`src/rtl/divider_pkg.sv`:
```
// divider_pkg: shared FSM state type and counter width helper for the divider
package divider_pkg;
  typedef enum logic [1:0] {
    IDLE  = 2'd0,
    CHECK = 2'd1,
    ITER  = 2'd2,
    FINAL = 2'd3
  } state_e;
  function automatic int cnt_w(input int n);
    return $clog2(n) + 1;
  endfunction
endpackage

```
`src/rtl/divider_if.sv`:
```
// divider_if: req/ack arithmetic request bus
//   req      start request              data_req {dividend[2N-1:0], divisor[N-1:0]}
//   ack      one-cycle result strobe    data_ack {remainder[N-1:0], quotient[N-1:0]}
//   err      divide-by-zero or quotient overflow, qualifies ack
interface divider_if #(parameter int DATA_WIDTH = 8);
  logic                    req;
  logic [3*DATA_WIDTH-1:0] data_req;
  logic                    ack;
  logic [2*DATA_WIDTH-1:0] data_ack;
  logic                    err;
  modport master(output req, data_req, input ack, data_ack, err);
  modport slave(input req, data_req, output ack, data_ack, err);
endinterface

```
`src/rtl/divider_step.sv`:
```
// divider_step: one restoring shift-and-subtract iteration
//   r_i      partial remainder (N+1 bits, always < d_i)
//   q_msb_i  next dividend bit shifted in
//   d_i      divisor
//   r_o      next partial remainder
//   q_o      quotient bit produced by this step
module divider_step #(parameter int N = 8) (
  input  logic [N:0]   r_i,
  input  logic         q_msb_i,
  input  logic [N-1:0] d_i,
  output logic [N:0]   r_o,
  output logic         q_o
);
  logic [N:0] t;
  always_comb begin
    t   = (r_i << 1) | (N+1)'(q_msb_i);
    q_o = t >= {1'b0, d_i};
    r_o = q_o ? t - {1'b0, d_i} : t;
  end
endmodule

```
`src/rtl/divider.sv`:
```
// divider: sequential restoring divider, 2N-bit dividend by N-bit divisor
//   clk  rising-edge clock
//   rst  synchronous active-high reset, aborts any operation
//   bus  slave side of divider_if (req/data_req in, ack/data_ack/err out)
module divider
  import divider_pkg::*;
#(parameter int DATA_WIDTH = 8) (
  input  logic      clk,
  input  logic      rst,
  divider_if.slave  bus
);
  localparam int N = DATA_WIDTH;
  localparam int CNT_W = cnt_w(N);
  state_e           state_q, state_d;
  logic [N:0]       r_q, r_d, step_r;
  logic [N-1:0]     q_q, q_d, d_q, d_d;
  logic [CNT_W-1:0] cnt_q, cnt_d;
  logic             err_q, err_d, step_qb;
  divider_step #(.N(N)) u_step (
    .r_i    (r_q),
    .q_msb_i(q_q[N-1]),
    .d_i    (d_q),
    .r_o    (step_r),
    .q_o    (step_qb)
  );
  always_comb begin
    state_d = state_q;
    r_d     = r_q;
    q_d     = q_q;
    d_d     = d_q;
    cnt_d   = cnt_q;
    err_d   = err_q;
    unique case (state_q)
      IDLE: if (bus.req) begin
        r_d     = {1'b0, bus.data_req[3*N-1:2*N]};
        q_d     = bus.data_req[2*N-1:N];
        d_d     = bus.data_req[N-1:0];
        cnt_d   = '0;
        err_d   = 1'b0;
        state_d = CHECK;
      end
      // a high half >= divisor means the quotient cannot fit in N bits
      CHECK: if (d_q == '0 || r_q[N-1:0] >= d_q) begin
        err_d   = 1'b1;
        q_d     = '1;
        r_d     = '0;
        state_d = FINAL;
      end else begin
        err_d   = 1'b0;
        state_d = ITER;
      end
      ITER: begin
        r_d     = step_r;
        q_d     = {q_q[N-2:0], step_qb};
        cnt_d   = cnt_q + 1'b1;
        state_d = cnt_q == CNT_W'(N-1) ? FINAL : ITER;
      end
      FINAL: state_d = IDLE;
    endcase
  end
  always_ff @(posedge clk) begin
    if (rst) begin
      state_q <= IDLE;
      r_q     <= '0;
      q_q     <= '0;
      d_q     <= '0;
      cnt_q   <= '0;
      err_q   <= 1'b0;
    end else begin
      state_q <= state_d;
      r_q     <= r_d;
      q_q     <= q_d;
      d_q     <= d_d;
      cnt_q   <= cnt_d;
      err_q   <= err_d;
    end
  end
  assign bus.ack      = state_q == FINAL;
  assign bus.err      = err_q;
  assign bus.data_ack = {r_q[N-1:0], q_q};
endmodule

```
`src/flat_wrapper.sv`:
```
// flat-port wrapper written by rule: the top's interface ports become plain ports
module divider_flat import divider_pkg::*;
#(parameter int DATA_WIDTH = 8)
  (clk, rst, bus_req, bus_data_req, bus_ack, bus_data_ack, bus_err);
  divider_if #(.DATA_WIDTH(DATA_WIDTH)) bus_i ();
  input  logic clk;
  input  logic rst;
  input wire logic [$bits(bus_i.req)-1:0] bus_req;
  input wire logic [$bits(bus_i.data_req)-1:0] bus_data_req;
  output wire logic [$bits(bus_i.ack)-1:0] bus_ack;
  output wire logic [$bits(bus_i.data_ack)-1:0] bus_data_ack;
  output wire logic [$bits(bus_i.err)-1:0] bus_err;
  assign bus_i.req = bus_req;
  assign bus_i.data_req = bus_data_req;
  assign bus_ack = bus_i.ack;
  assign bus_data_ack = bus_i.data_ack;
  assign bus_err = bus_i.err;
  divider #(.DATA_WIDTH(DATA_WIDTH)) u_core (.clk(clk), .rst(rst), .bus(bus_i));
endmodule
```
`config.mk`:
```
export PLATFORM = sky130hd
export DESIGN_NAME = divider_flat
export DESIGN_NICKNAME = d
export VERILOG_FILES = /design/src/rtl/divider_pkg.sv /design/src/rtl/divider_if.sv /design/src/rtl/divider_step.sv /design/src/rtl/divider.sv /design/src/flat_wrapper.sv
export SDC_FILE = /design/constraint.sdc
export NUM_CORES = 1
export LEC_CHECK = 0
export BUFFER_PORTS_ARGS = -buffer_cell sky130_fd_sc_hd__clkbuf_2
export CORE_MARGIN = 2
export CORE_UTILIZATION = 40
export DETAILED_ROUTE_END_ITERATION = 16
export SLEW_MARGIN = 20
export SYNTH_ARGS = -nofsm -noshare
export SYNTH_HDL_FRONTEND = slang
export SYNTH_SLANG_ARGS = --single-unit
```
`constraint.sdc`:
```
create_clock -name clk -period 3 [get_ports clk]
set_clock_uncertainty 0.1 [all_clocks]
set_input_delay 0.45 -clock clk [delete_from_list [all_inputs] [get_ports clk]]
set_output_delay 0.45 -clock clk [all_outputs]
set_load 0.02 [all_outputs]
```
==> results of run 1 <==
## metrics by stage
stage                     hold slack [ps]  cell area [um2]   util  setup WS [ps]
after floorplan                       349             2120      -            733
after global placement                364             2350  0.461            611
after detailed placement              367             2350  0.461            593
after CTS                             297             2440  0.478            577
after global routing                  308             2440  0.478            374
final                                 302             2440  0.478            603
## cells in the final DEF, fill, tap and decap left out, types with 2 or more instances in the layout
master / synthesis / routed
clkbuf_2: 0 / 44
nor2_1: 40 / 40
dfxtp_1: 31 / 31
a21oi_1: 27 / 27
ha_1: 21 / 21
nand2_1: 18 / 18
inv_1: 12 / 12
nand3_1: 11 / 11
mux2i_1: 10 / 10
a22oi_1: 7 / 7
a211oi_1: 6 / 6
clkbuf_8: 0 / 6
o21ai_0: 5 / 5
nor2b_1: 4 / 4
and3_1: 4 / 4
a221oi_1: 3 / 3
o21a_1: 3 / 3
a311oi_1: 3 / 3
a31oi_1: 2 / 2
nor4_1: 2 / 2
or2b_2: 2 / 2
a21oi_4: 2 / 2
mux2_1: 2 / 2
xnor2_1: 2 / 2
nor3_1: 2 / 2
or3_1: 2 / 2
a32oi_1: 2 / 2
xor2_1: 2 / 2
## logic make-up (layout without fill, tap and decap cells)
family / Yosys count / after routing / share of synthesized area
xor gates and xnor gates: 4 / 4 / 0.0166
buffers and inverters: 27 / 65 / 0.0609
DFF: 31 / 31 / 0.293
muxes: 12 / 12 / 0.0579
and+or+nand+nor: 90 / 90 / 0.194
adders and majority gates: 22 / 22 / 0.134
AOI/OAI and AO/OA: 72 / 72 / 0.244
## per-layer routing
| layer | global-route usage | vias to the layer above | routed length [um] | share of wire |
|---|---|---|---|---|
| met5 | 0 | - | 0 | 0 |
| met4 | 0.0436 | 0 | 30 | 0.0060 |
| met3 | 0.0353 | 4 | 235 | 0.047 |
| met2 | 0.289 | 51 | 2450 | 0.49 |
| met1 | 0.234 | 894 | 2300 | 0.46 |
| li1 | - | 1002 | - | - |
## state kept, by name, summed over array words and instances, names as in the netlist
signal          count
u_core.bus.err      1
u_core.cnt_q        4
u_core.d_q          8
u_core.q_q          8
u_core.r_q          8
u_core.state_q      2
## power by group
group	leakage, nW	switching (W)	internal, W
logic	0.786	0.00110	0.000765
clock network	0.0470	0.000149	0.000180
registers	0.255	0.000123	0.000535
## worst max path at each step
stage,startpoint,endpoint,cells past startpoint
floorplan,u_core.r_q[0],u_core.q_q[2],9
global placement,u_core.state_q[0],u_core.r_q[6],8
detailed placement,u_core.state_q[0],u_core.q_q[5],8
CTS,u_core.state_q[0],u_core.q_q[5],8
global route,u_core.state_q[0],u_core.q_q[3],8
finish,u_core.state_q[0],u_core.q_q[2],8
## cell type report
type | instances | area (um2) | share of cell area
flip-flops and latches | 31 | 621 | 0.254
clock inverters | 1 | 5.00 | 0.00205
repair buffers | 45 | 228 | 0.0933
multi-input cells | 200 | 1370 | 0.561
clock buffers | 6 | 82.6 | 0.0338
inverters | 13 | 48.8 | 0.0200
well taps | 70 | 87.6 | 0.0359
## critical path, cell delays in order (launching register included)
cell	delay, ps
dfxtp_1	380
inv_1	80
ha_1	360
or2b_2	330
or2b_2	330
a21oi_4	100
buf_4	300
mux2i_1	220
nor2_1	50
==> out/results.tsv, run 1 <==
stage	metric	value	unit
run_status	outcome	completed	
grt	antenna_found_initial	0	
die	initial_core_util	0.415	
grt	grt_pass1_wl	8500	um
synthesis	synthTopCellsByCount	nor2_1 (40), dfxtp_1 (31), a21oi_1 (27)	
clock_tree	htree_levels	2	
drt	post_drt_wl_per_cell	13.7	um
grt	overflow	0	
clock_tree	clockBufferDepth	2	
clock_tree	cts_resized	0	
placement	dp.cells	359	
min_path	whs_path_depth	3	
die	die_h	76.8	um
drt	firstDrtPassIters	4	
clock_tree	cts_inserted_buffers	5	
drt	drc	0	
synthesis	yosys.area.top_type_share	0.293	
synthesis	postSynthAreaPerCell	8.21	um2
placement	hpwl	3710	um
synthesis	async_reset_ff_frac	0	
sta	fin_crit_sh	0.799	
die	dieArea	5890	um2
drt	vias_per_cell	5.33	
sta	fin_crit	2400	ps
job	drv_cap	0	
pwr	power	0.00285	W
drt	ant_nets	0	
pwr	power_density	1170	nW/um2
sta	final_hold_viol_count	0	
placement	portBuffers	44	
clock_tree	clk_latency	280	ps
min_path	holdPathEnd	u_core.d_q[0]	
synthesis	synth_ff_type	dfxtp_1	
synthesis	ys_seq_area_frac	0.293	
synthesis	yosysUniqueCellTypes	50	
drt	routed_wirelength	5020	um
critical_path	worst-endpoint-required	3040	ps
grt	track_usage	0.175	
synthesis	ys_seq_elements	31	
grt	grt_max_degree	33	
sta	max_freq	417	MHz
die	ios	45	
grt	grt_pass1_vias	1799	
synthesis	netlist_top_cells_area	dfxtp_1 (29%), ha_1 (12%), nor2_1 (7.1%), a21oi_1 (6.4%), mux2i_1 (4.7%)	
synthesis	yosysWarnings	0	
clock_tree	hold_buffers	0	
critical_path	crit_path_max_fanout	25	
die	row_count	26	
sta	slew_headroom	0.534	
synthesis	synth_nets	307	
synthesis	yosysTopAreaCell	dfxtp_1	
synthesis	synth_most_common_cell	nor2_1	
clock_tree	path_clk_slew	60	ps
critical_path	ff2ff_setup_slack	600	ps
sta	final-setup-viol-count	0	
finish	antenna_cells	0	
critical_path	crit_path_end_kind	flip-flop	
min_path	hp-class	primary input to flip-flop	
synthesis	netlist_area	2120	um2
sta	maxSlewViolCount	0	
critical_path	reg2reg_from	u_core.state_q[0]	
drt	vias	1951	
placement	gp_congestion	0.789	
min_path	holdCritStartpoint	bus_data_req[0]	
critical_path	critPathKind	flip-flop to flip-flop	
clock_tree	cts_tree	yes	
drt	drtIter0Drc	164	
finish	final-instance-count-excl-fill	366	
sta	fin_setup_tns	0	ps
critical_path	arrival	2440	ps
pwr	leakage	1.09	nW
clock_tree	post-cts-setup-buffer-count	0	
sta	worstMarginPinSlew	700	ps
critical_path	cp-start-kind	flip-flop	
clock_tree	root_buffer	clkbuf_8	
finish	fin_nets	345	
critical_path	r2r-end	u_core.q_q[2]	
finish	area_growth	15.2	%
pwr	ir_drop	466	uV
finish	drive_above_1_share	0.209	
die	die_w	76.8	um
clock_tree	clock_sinks	31	
synthesis	syn_inst	258	
die	core_area	5110	um2
finish	nFillCells	512	
sta	rsz0062_at_grt	false	
critical_path	reg2regPathDepth	8	
synthesis	synth_edf_count	0	
Note: power is estimated with default switching activity, not from simulation.
==> run 2, diff against run 1 <==
Clock period 3 ns to 2.33 ns, I/O delays scaled along.
==> out/results.tsv, run 2 (synthesized netlist as in run 1, its figures left out) <==
stage	metric	value	unit
run_status	outcome	completed	
grt	grt_max_degree	33	
finish	final-instance-count-excl-fill	382	
placement	gp_congestion	0.788	
sta	final_hold_viol_count	0	
pwr	ir_drop	829	uV
placement	dp_slack	52.7	ps
grt	antenna_found_initial	0	
critical_path	worst-endpoint-required	2370	ps
pwr	power	0.00413	W
job	drv_cap	0	
critical_path	cp-startpoint	u_core.d_q[4]	
die	die_w	76.8	um
drt	drtIter0Drc	83	
finish	antenna_cells	0	
grt	grt_pass1_wl	8850	um
sta	max_freq	452	MHz
finish	multi_input_area	1420	um2
finish	nFillCells	524	
finish	top_regs	u_core.d_q x8, u_core.q_q x8, u_core.r_q x8	
placement	hpwl	3900	um
die	dieArea	5890	um2
grt	grt_pass1_vias	1904	
drt	ant_nets	0	
sta	final-setup-viol-count	0	
pwr	power_density	1570	nW/um2
critical_path	crit_path_end_kind	flip-flop	
sta	fin_setup_tns	0	ps
drt	routed_wirelength	5260	um
clock_tree	htree_levels	2	
die	die_h	76.8	um
pwr	leakage	1.18	nW
die	initial_core_util	0.415	
finish	final-seq-area	622	um2
clock_tree	cts_inserted_buffers	5	
clock_tree	path_clk_slew	70	ps
sta	slew_headroom	0.560	
die	core_area	5110	um2
critical_path	reg2reg_from	u_core.d_q[4]	
sta	maxSlewViolCount	0	
critical_path	cp-start-kind	flip-flop	
grt	overflow	0	
finish	area_growth	24.6	%
drt	vias	2043	
drt	firstDrtPassIters	4	
finish	final_common_cell	clkbuf_2	
sta	fin_crit_sh	0.949	
clock_tree	hold_buffers	0	
placement	portBuffers	44	
drt	drc	0	
sta	fin_crit	2210	ps
die	row_count	26	
clock_tree	clockBufferDepth	2	
critical_path	critPathKind	flip-flop to flip-flop	
drt	vias_per_cell	5.35	
clock_tree	clk_latency	280	ps
placement	dp.cells	371	
min_path	holdCritStartpoint	bus_data_req[6]	
min_path	hp-class	primary input to flip-flop	
finish	drive_above_1_share	0.288	
clock_tree	root_buffer	clkbuf_8	
finish	final_cell_mix	clkbuf_2 (44), nor2_1 (38), dfxtp_1 (30)	
sta	worstMarginPinSlew	660	ps
critical_path	crit_path_max_fanout	5	
clock_tree	cts_tree	yes	
critical_path	arrival	2250	ps
drt	post_drt_wl_per_cell	13.8	um
sta	setup_slack	119	ps
grt	track_usage	0.181	
die	ios	45	
finish	fin_nets	360	
clock_tree	clock_sinks	31	
critical_path	ff2ff_setup_slack	120	ps
sta	hold_slack	194	ps
[run 2: cell type report]
type | count | area share
clock buffer | 6 | 0.0313
clock inverter | 2 | 0.0133
inverter | 13 | 0.0185
multi-input combinational | 201 | 0.537
sequential | 31 | 0.236
tap | 70 | 0.0332
timing repair buffer | 59 | 0.131
[run 2: final timing paths]
kind,to,depth (start not counted)
worst max-delay path,u_core.r_q[4],8
worst min-delay path,u_core.d_q[6],3
worst max register to register,u_core.r_q[4],8
worst min register to register,u_core.d_q[7],2
[run 2: worst max-delay path, stage by stage (launching register included)]
cell and delay (ps):
dfxtp_1 360, inv_1 70, ha_2 300, a21oi_2 200, o211ai_2 150, a21oi_4 240
mux2_1 350, a22oi_1 180, a211oi_1 110
[run 2: power by group]
| part | internal [W] | leakage (nW) | total (W) | switching (W) |
|---|---|---|---|---|
| sequential | 0.000690 | 0.256 | 0.000820 | 0.000131 |
| combinational | 0.00120 | 0.861 | 0.00275 | 0.00155 |
| clock | 0.000346 | 0.0612 | 0.000562 | 0.000216 |
[run 2: repair_timing]
item	CTS	global route
setup buffers	0	2
gates resized for setup	0	12
setup endpoints to repair	0	11
[run 2: routing by layer]
metal  part of all wire  up-vias  wire, um  track usage
met1               0.48      953      2500        0.244
met2               0.47       45      2490        0.296
met3              0.039        8       204       0.0365
met4              0.012        0        64       0.0455
li1                   -     1037         -            -
met5                  0        -         0            0
[run 2: stage by stage]
stage                      util  cell area [um2]
final                     0.516             2640
after global routing      0.516             2640
after CTS                 0.504             2570
after detailed placement  0.481             2450
after global placement    0.481             2450
after floorplan               -             2120
==> run 3, diff against run 2 <==
Clock period 2.33 ns to 2.5 ns, I/O delays scaled along.
==> out/results.tsv, run 3 (synthesized netlist as in run 1, its figures left out) <==
stage	metric	value	unit
critical_path	r2r-end	u_core.r_q[4]	
clock_tree	clk_latency	280	ps
pwr	power_density	1450	nW/um2
grt	grt_pass1_vias	1831	
clock_tree	post-cts-setup-buffer-count	0	
die	initial_core_util	0.415	
critical_path	ff2ff_setup_slack	200	ps
grt	antenna_found_initial	0	
clock_tree	htree_levels	2	
clock_tree	clock_sinks	31	
sta	maxSlewViolCount	0	
critical_path	critPathKind	flip-flop to flip-flop	
finish	antenna_cells	0	
finish	drive_above_1_share	0.233	
drt	vias	1986	
critical_path	worst-endpoint-required	2540	ps
critical_path	reg2regPathDepth	7	
min_path	holdCritStartpoint	bus_data_req[3]	
finish	multi_input_area	1370	um2
sta	fin_crit	2300	ps
clock_tree	hold_buffers	0	
finish	fin_nets	353	
die	row_count	26	
grt	track_usage	0.174	
sta	fin_crit_sh	0.918	
drt	vias_per_cell	5.30	
drt	post_drt_wl_per_cell	13.3	um
placement	hpwl	3700	um
finish	top_regs	u_core.d_q x8, u_core.q_q x8, u_core.r_q x8	
finish	fin_util	0.498	
placement	gp_congestion	0.770	
drt	drtIter0Drc	93	
sta	max_freq	436	MHz
drt	ant_nets	0	
finish	final_cell_mix	clkbuf_2 (44), nor2_1 (40), dfxtp_1 (31)	
die	die_h	76.8	um
die	ios	45	
sta	slew_headroom	0.536	
drt	firstDrtPassIters	4	
pwr	p_sw	0.00168	W
pwr	clock_power_share	0.139	
finish	nFillCells	531	
run_status	outcome	completed	
pwr	power_frac_seq	0.213	
clock_tree	cts_resized	0	
critical_path	crit_family	compound AO/OA/AOI/OAI gates	
pwr	leakage	1.15	nW
clock_tree	cts_tree	yes	
finish	final_common_cell	clkbuf_2	
job	drv_cap	0	
finish	final-seq-area	621	um2
drt	routed_wirelength	4980	um
clock_tree	clockBufferDepth	2	
clock_tree	path_clk_slew	70	ps
min_path	hp-class	primary input to flip-flop	
pwr	combPwrFrac	0.648	
min_path	holdPathEnd	u_core.d_q[3]	
critical_path	arrival	2330	ps
critical_path	worstPathCellList	ha_1, a211oi_2, o211ai_2, a21oi_4, mux2_1, a22oi_1, a211oi_1	
grt	overflow	0	
sta	final_hold_viol_count	0	
grt	grt_pass1_wl	8380	um
placement	portBuffers	44	
die	dieArea	5890	um2
pwr	ir_drop	613	uV
sta	rsz0062_at_grt	false	
finish	area_growth	20.1	%
pwr	p_int	0.00201	W
critical_path	cp-start-kind	flip-flop	
critical_path	cp_num_buf_inv	0	
critical_path	critPathMaxStageDelay	440	ps
critical_path	crit_path_end_kind	flip-flop	
clock_tree	cts_inserted_buffers	5	
sta	fin_setup_tns	0	ps
critical_path	reg2reg_from	u_core.r_q[6]	
pwr	switching_share	0.455	
sta	worstMarginPinSlew	696	ps
min_path	whs_path_depth	3	
critical_path	slowest_stage	dfxtp_1	
sta	final-setup-viol-count	0	
clock_tree	root_buffer	clkbuf_8	
grt	grt_max_degree	33	
die	core_area	5110	um2
drt	drc	0	
critical_path	crit_path_max_fanout	8	
die	die_w	76.8	um
[run 3: changes by cell type in the layout (fill, tap and decap cells not counted), sizes merged]
cell	delta
buf	-6
a21oi	-1
[run 3: final cells by class]
cell class,count,area share
multi-input cells,200,0.538
flip-flops and latches,31,0.244
repair buffers,53,0.118
well taps,70,0.0344
clock buffers,6,0.0325
inverters,13,0.0192
clock inverters,2,0.0138
[run 3: metrics by stage]
stage | cell area [um2] | std cells | setup WS [ps] | power [W] | hold WS [ps]
6_report | 2540 | 375 | 205 | 0.00369 | 225
5_1_grt | 2540 | 375 | 39.6 | 0.00404 | 232
4_1_cts | 2520 | 372 | 168 | 0.00364 | 215
3_5_place_dp | 2400 | 364 | 171 | 0.00311 | 367
3_3_place_gp | 2400 | 364 | 228 | 0.00311 | 362
2_1_floorplan | 2120 | 258 | 233 | 0.00261 | 349
[run 3: how the worst max path moves through the flow]
stage / cells past startpoint / slack (ps) / startpoint / end
after detailed placement: 7 / 170 / u_core.r_q[6] / u_core.r_q[4]
after floorplan: 9 / 230 / u_core.r_q[0] / u_core.q_q[2]
after CTS: 8 / 170 / u_core.d_q[7] / u_core.r_q[4]
after global placement: 7 / 230 / u_core.r_q[6] / u_core.r_q[2]
final: 7 / 200 / u_core.r_q[6] / u_core.r_q[4]
after global routing: 9 / 40 / u_core.q_q[7] / u_core.r_q[4]
[run 3: layer usage]
layer | vias to the layer above | GRT usage | routed length, um
met5 | - | 0 | 0
met4 | 0 | 0.0709 | 121
met3 | 14 | 0.0447 | 266
met2 | 63 | 0.275 | 2270
met1 | 887 | 0.226 | 2330
li1 | 1022 | - | -
[run 3: tightest hold or removal path, cell delays in order]
cell      delay (ps)
clkbuf_2          80
nand3_1           50
a21oi_1           50
[run 3: power by group through the flow]
stage | clock (W) | combinational, W | sequential (W)
2_1_floorplan | 0 | 0.00174 | 0.000867
3_3_place_gp | 0 | 0.00231 | 0.000800
3_5_place_dp | 0 | 0.00231 | 0.000800
4_1_cts | 0.000531 | 0.00232 | 0.000789
5_1_grt | 0.000553 | 0.00268 | 0.000810
6_report | 0.000514 | 0.00239 | 0.000786
